`config.mk`:
```
export PLATFORM = sky130hd
export DESIGN_NAME = pokey_serout
export DESIGN_NICKNAME = d
export VERILOG_FILES = /design/src/rtl/pokey_serout.sv
export SDC_FILE = /design/constraint.sdc
export NUM_CORES = 1
export LEC_CHECK = 0
export BUFFER_PORTS_ARGS = -buffer_cell sky130_fd_sc_hd__buf_2
export CORE_ASPECT_RATIO = 1.2
export CORE_MARGIN = 4
export CORE_UTILIZATION = 40
export CTS_CLUSTER_SIZE = 16
export DETAILED_ROUTE_END_ITERATION = 10
export SYNTH_ARGS = -nofsm -noshare
export SYNTH_HDL_FRONTEND = slang
export SYNTH_SLANG_ARGS = --single-unit
```
`constraint.sdc`:
```
create_clock -name clk -period 2.5 [get_ports clk]
set_input_delay 0.125 -clock clk [delete_from_list [all_inputs] [get_ports clk]]
set_output_delay 0.125 -clock clk [all_outputs]
set_load 0.01 [all_outputs]
```
`src/rtl/pokey_serout.sv`:
```
// POKEY serial output: SEROUT holding register feeding a 10-bit start/data/stop frame shifter.
// Define POKEY_SEROUT_BREAK_EN to add the force_break input, which holds sod low while asserted.
module pokey_serout (
    input  logic       clk,
    input  logic       rst_n,
    input  logic       enp,
    input  logic       wr_en,
    input  logic [7:0] din,
    input  logic       baud_tick,
`ifdef POKEY_SEROUT_BREAK_EN
    input  logic       force_break,
`endif
    output logic       sod,
    output logic       need_irq,
    output logic       done,
    output logic       busy
);

    typedef enum logic {
        S_IDLE,
        S_SHIFT
    } state_e;

    state_e      state_q, state_d;
    logic [7:0]  hold_q, hold_d;
    logic        hold_full_q, hold_full_d;
    logic [9:0]  sh_q, sh_d;
    logic [3:0]  idx_q, idx_d;
    logic        frame_q, frame_d;
    logic        need_irq_q, need_irq_d;
    logic        load;

    always_comb begin
        state_d     = state_q;
        hold_d      = hold_q;
        hold_full_d = hold_full_q;
        sh_d        = sh_q;
        idx_d       = idx_q;
        frame_d     = frame_q;
        need_irq_d  = 1'b0;
        load        = 1'b0;

        case (state_q)
            S_IDLE: begin
                if (enp && hold_full_q) begin
                    load = 1'b1;
                end
            end
            S_SHIFT: begin
                if (enp && baud_tick) begin
                    if (idx_q != 4'd9) begin
                        idx_d   = idx_q + 4'd1;
                        frame_d = sh_q[idx_q + 4'd1];
                    end else if (hold_full_q) begin
                        load = 1'b1;
                    end else begin
                        frame_d = 1'b1;
                        state_d = S_IDLE;
                    end
                end
            end
            default: state_d = S_IDLE;
        endcase

        // The transfer consumes the old hold; a same-clk write still leaves hold_full set.
        if (load) begin
            sh_d        = {1'b1, hold_q, 1'b0};
            idx_d       = 4'd0;
            frame_d     = 1'b0;
            need_irq_d  = 1'b1;
            state_d     = S_SHIFT;
            hold_full_d = 1'b0;
        end

        if (wr_en) begin
            hold_d      = din;
            hold_full_d = 1'b1;
        end
    end

    always_ff @(posedge clk or negedge rst_n) begin
        if (!rst_n) begin
            state_q     <= S_IDLE;
            hold_q      <= '0;
            hold_full_q <= 1'b0;
            sh_q        <= '1;
            idx_q       <= '0;
            frame_q     <= 1'b1;
            need_irq_q  <= 1'b0;
        end else begin
            state_q     <= state_d;
            hold_q      <= hold_d;
            hold_full_q <= hold_full_d;
            sh_q        <= sh_d;
            idx_q       <= idx_d;
            frame_q     <= frame_d;
            need_irq_q  <= need_irq_d;
        end
    end

`ifdef POKEY_SEROUT_BREAK_EN
    logic sod_q, sod_d;

    always_comb begin
        sod_d = frame_d & ~force_break;
    end

    always_ff @(posedge clk or negedge rst_n) begin
        if (!rst_n) begin
            sod_q <= 1'b1;
        end else begin
            sod_q <= sod_d;
        end
    end

    assign sod = sod_q;
`else
    assign sod = frame_q;
`endif

    assign need_irq = need_irq_q;
    assign busy     = (state_q == S_SHIFT);
    assign done     = (state_q == S_IDLE) && !hold_full_q;

endmodule

```
==> flow_summary.rst <==
.. list-table::
   :header-rows: 1

   * - Metric
     - Value
   * - Run status
     - completed
   * - Starting Density
     - between 40% and 50%
   * - Final critical delay including setup and external delays
     - about 1.9 ns
   * - DRC violations left
     - 0
   * - Clock root buffer
     - clkbuf_4
   * - Synth Area per Inst
     - between 10 and 15 sq um
   * - Sink Count
     - 25
   * - Area of the mapped netlist
     - roughly 1200 sq um
   * - Horizontal die dimension
     - ~57 um
   * - Clock latency of the later-clocked register in the worst-skew pair
     - between 0.3 and 0.4 ns
   * - Reg-to-Reg Start
     - idx_q[0]
   * - CTS max path bufs
     - 2
   * - Hold Startpoint
     - din[2]
   * - Clock tree from TritonCTS
     - built
   * - Worst Setup Path Type
     - reg2reg
   * - Arrival time reported for the critical path endpoint
     - 2.16 ns
   * - Buffer count from post-CTS setup fixing
     - 0
   * - Finish-stage setup viols
     - 0
   * - Ratio of routed vias to standard cells
     - 5.13
   * - Final count of pins violating max slew
     - 0
   * - First drt pass iteration count
     - 4
   * - Overall power of the completed layout
     - approximately 1.2 mW
   * - Overflow left after global routing
     - 0
   * - Non-filler cells in the finished layout
     - 146
   * - Largest net degree at the start of global routing
     - 26
   * - Final-report hold violation count
     - 0
   * - Highest clock frequency the design can meet
     - 528 MHz
   * - Global placement routability congestion
     - approximately 0.82
   * - Initial antenna violation count
     - 0
   * - # hold bufs at CTS
     - 1
   * - First DRT Iteration DRCs
     - 15
   * - Ant diodes
     - 0
   * - Cells resized by post-CTS repair
     - 0
   * - Seq cells post-synth
     - 25
   * - Post-detailed-placement cell area
     - about 1300 sq um
   * - Startpoint type of the worst setup path
     - flip-flop
   * - Number of fill cells
     - 277
   * - Number of global-route vias before repair
     - around 740
   * - Worst slew pin tran
     - about 0.64 ns
   * - Finished Cell Area
     - 1310 sq um
   * - Launch point of the critical path
     - idx_q[0]
   * - Longest individual stage delay on the worst path
     - ~0.58 ns
   * - Data required, critical path
     - 2.76 ns
   * - Final hold slack
     - approximately 0.028 ns
   * - Area leader, netlist
     - dfrtp_1
   * - Post-synth net total
     - 108
   * - Count of input and output buffers
     - 16
   * - Number of top-level pins
     - 17
   * - Number of CTS-inserted buffers
     - 3
   * - H-Tree Depth
     - 1
   * - Yosys warnings
     - 0
   * - Clock-pin transition on the worst setup and hold timing paths
     - around 0.14 ns
   * - Final setup TNS
     - 0 ns
   * - Detail Placement HPWL
     - 1470 um
   * - Global Route Usage Sum
     - a little under an eighth
   * - Highest fanout seen on the critical path
     - 9
   * - Number of distinct library cells after synthesis
     - 29
   * - Synthesis-to-finish area growth
     - 13.7%
   * - Type of destination of the critical path
     - flip-flop
   * - Most common cell after layout, fill and taps aside
     - buf_2
   * - Setup repair after global routing missed its margin
     - no
   * - Series of cell instances along the critical path
     - ha_1, xor2_2, mux4_1, o21ai_1, a21oi_1
   * - Cell total after placement
     - ~140
   * - Static Leak
     - 0.577 nW
   * - Post-detailed-routing wire length
     - ~2000 um
   * - Layout Skew
     - roughly 0.0045 ns
   * - Detail Route Antenna Nets
     - 0
   * - Worst hold-check path type
     - in2reg
   * - Placeable core region
     - between 2000 and 3000 sq um
   * - Vertical die dimension
     - around 67 um
   * - Vias after detailed routing
     - roughly 750
   * - Gate family responsible for the most delay along the worst path
     - multiplexers
   * - Maximum vdd ir drop
     - 520 uV
   * - Most frequent cells in the layout
     - buf_2 (16), mux2_2 (15), dfrtp_1 (15)
   * - Share of the synthesized area in the top cell type
     - 32.5%
   * - Fraction of the yosys area taken by sequential cells
     - 55.3%
   * - Dominant cells by area after synthesis
     - dfrtp_1 (33%), dfstp_2 (23%), mux2_2 (15%)
   * - First-pass GRT wire length
     - 3390 um
   * - Crit path buffers/inverters
     - 0
   * - # rows
     - 21
   * - Relative slew slack
     - 57.1%
   * - Area of the die
     - between 3000 and 4000 sq um
   * - Pre-CTS setup slack
     - just over 0.6 ns
   * - Fraction of layout cells with a size suffix above 1
     - roughly 44%
   * - Pwr per Cell Area
     - a little over 900 nW/um^2
   * - Final Worst Setup Slack
     - slightly above 0.6 ns
   * - Post-Route Utilization
     - about 47%
   * - Final #Nets
     - between 100 and 150
   * - Slowest CP cell
     - mux4_1
   * - Number of cells produced by synthesis
     - 93
   * - Routed length per placed instance
     - 13.5 um
   * - Number of maximum-capacitance constraint violations
     - 0
   * - Tcrit/Tclk final
     - 75.8%
[report_power, final]
| group | leakage (nW) | total [mW] | switching, mW | internal (mW) |
|---|---|---|---|---|
| Sequential | 0.280 | 0.636 | 0.0809 | 0.555 |
| Combinational | 0.283 | 0.373 | 0.170 | 0.204 |
| Clock | 0.0139 | 0.182 | 0.121 | 0.0610 |
[logic make-up (layout without fill, tap and decap cells)]
family / Yosys count / after routing / share of synthesized area [%]
muxes: 19 / 19 / 19.5
DFF: 25 / 25 / 55.3
buffers and inverters: 7 / 26 / 2.38
AOI/OAI and AO/OA: 18 / 18 / 9.64
and+or+nand+nor: 20 / 20 / 8.89
xor gates and xnor gates: 2 / 2 / 2.17
adders and majority gates: 2 / 2 / 2.17
[synth_stat cells, drive strengths merged]
master and count:
xnor2 1, nand3b 1, clkbuf 2, nor2 1, a31oi 1, a211o 1, nand4 1, mux2 15
a21oi 5, ha 2, nor3 1, o21bai 1, nand3 2, o21ai 9, nand2b 1, mux2i 3
buf 1, a221oi 1, nor2b 3, xor2 1, and2 1, nand4b 1, dfstp 10, inv 4
mux4 1, nand2 8, dfrtp 15
[final cells by class]
class | count | area (sq um) | share of cell area [%]
Clock buffer | 3 | 22.5 | 1.72
Tap cell | 34 | 42.5 | 3.24
Multi-Input combinational cell | 61 | 489 | 37.3
Inverter | 4 | 15.0 | 1.14
Sequential cell | 25 | 638 | 48.6
Clock inverter | 1 | 7.51 | 0.572
Timing Repair Buffer | 18 | 97.6 | 7.44
[worst paths after layout]
check                       endpoint  slack [ns]  cells past startpoint
min                        hold_q[2]        0.03                      2
max in group asynchronous    sh_q[6]        1.82                      2
max reg2reg                      sod        0.61                      5
min reg2reg                  sh_q[0]        0.50                      1
min in group asynchronous   need_irq        0.30                      2
max                              sod        0.61                      5
[registers in the layout, indices dropped and copies added, names as in the netlist]
signal,flops
sh_q,9
idx_q,4
sod,1
busy,1
hold_q,8
need_irq,1
hold_full_q,1
[metal layers]
layer  GRT usage [%]  routed length [um]  vias to the layer above
li1                -                   -                      366
met1            14.4                 913                      368
met2            19.3                 945                       13
met3            2.13                  99                        2
met4            4.35                  11                        0
met5               0                   0                        -
Power figures use the tool's default switching activity.
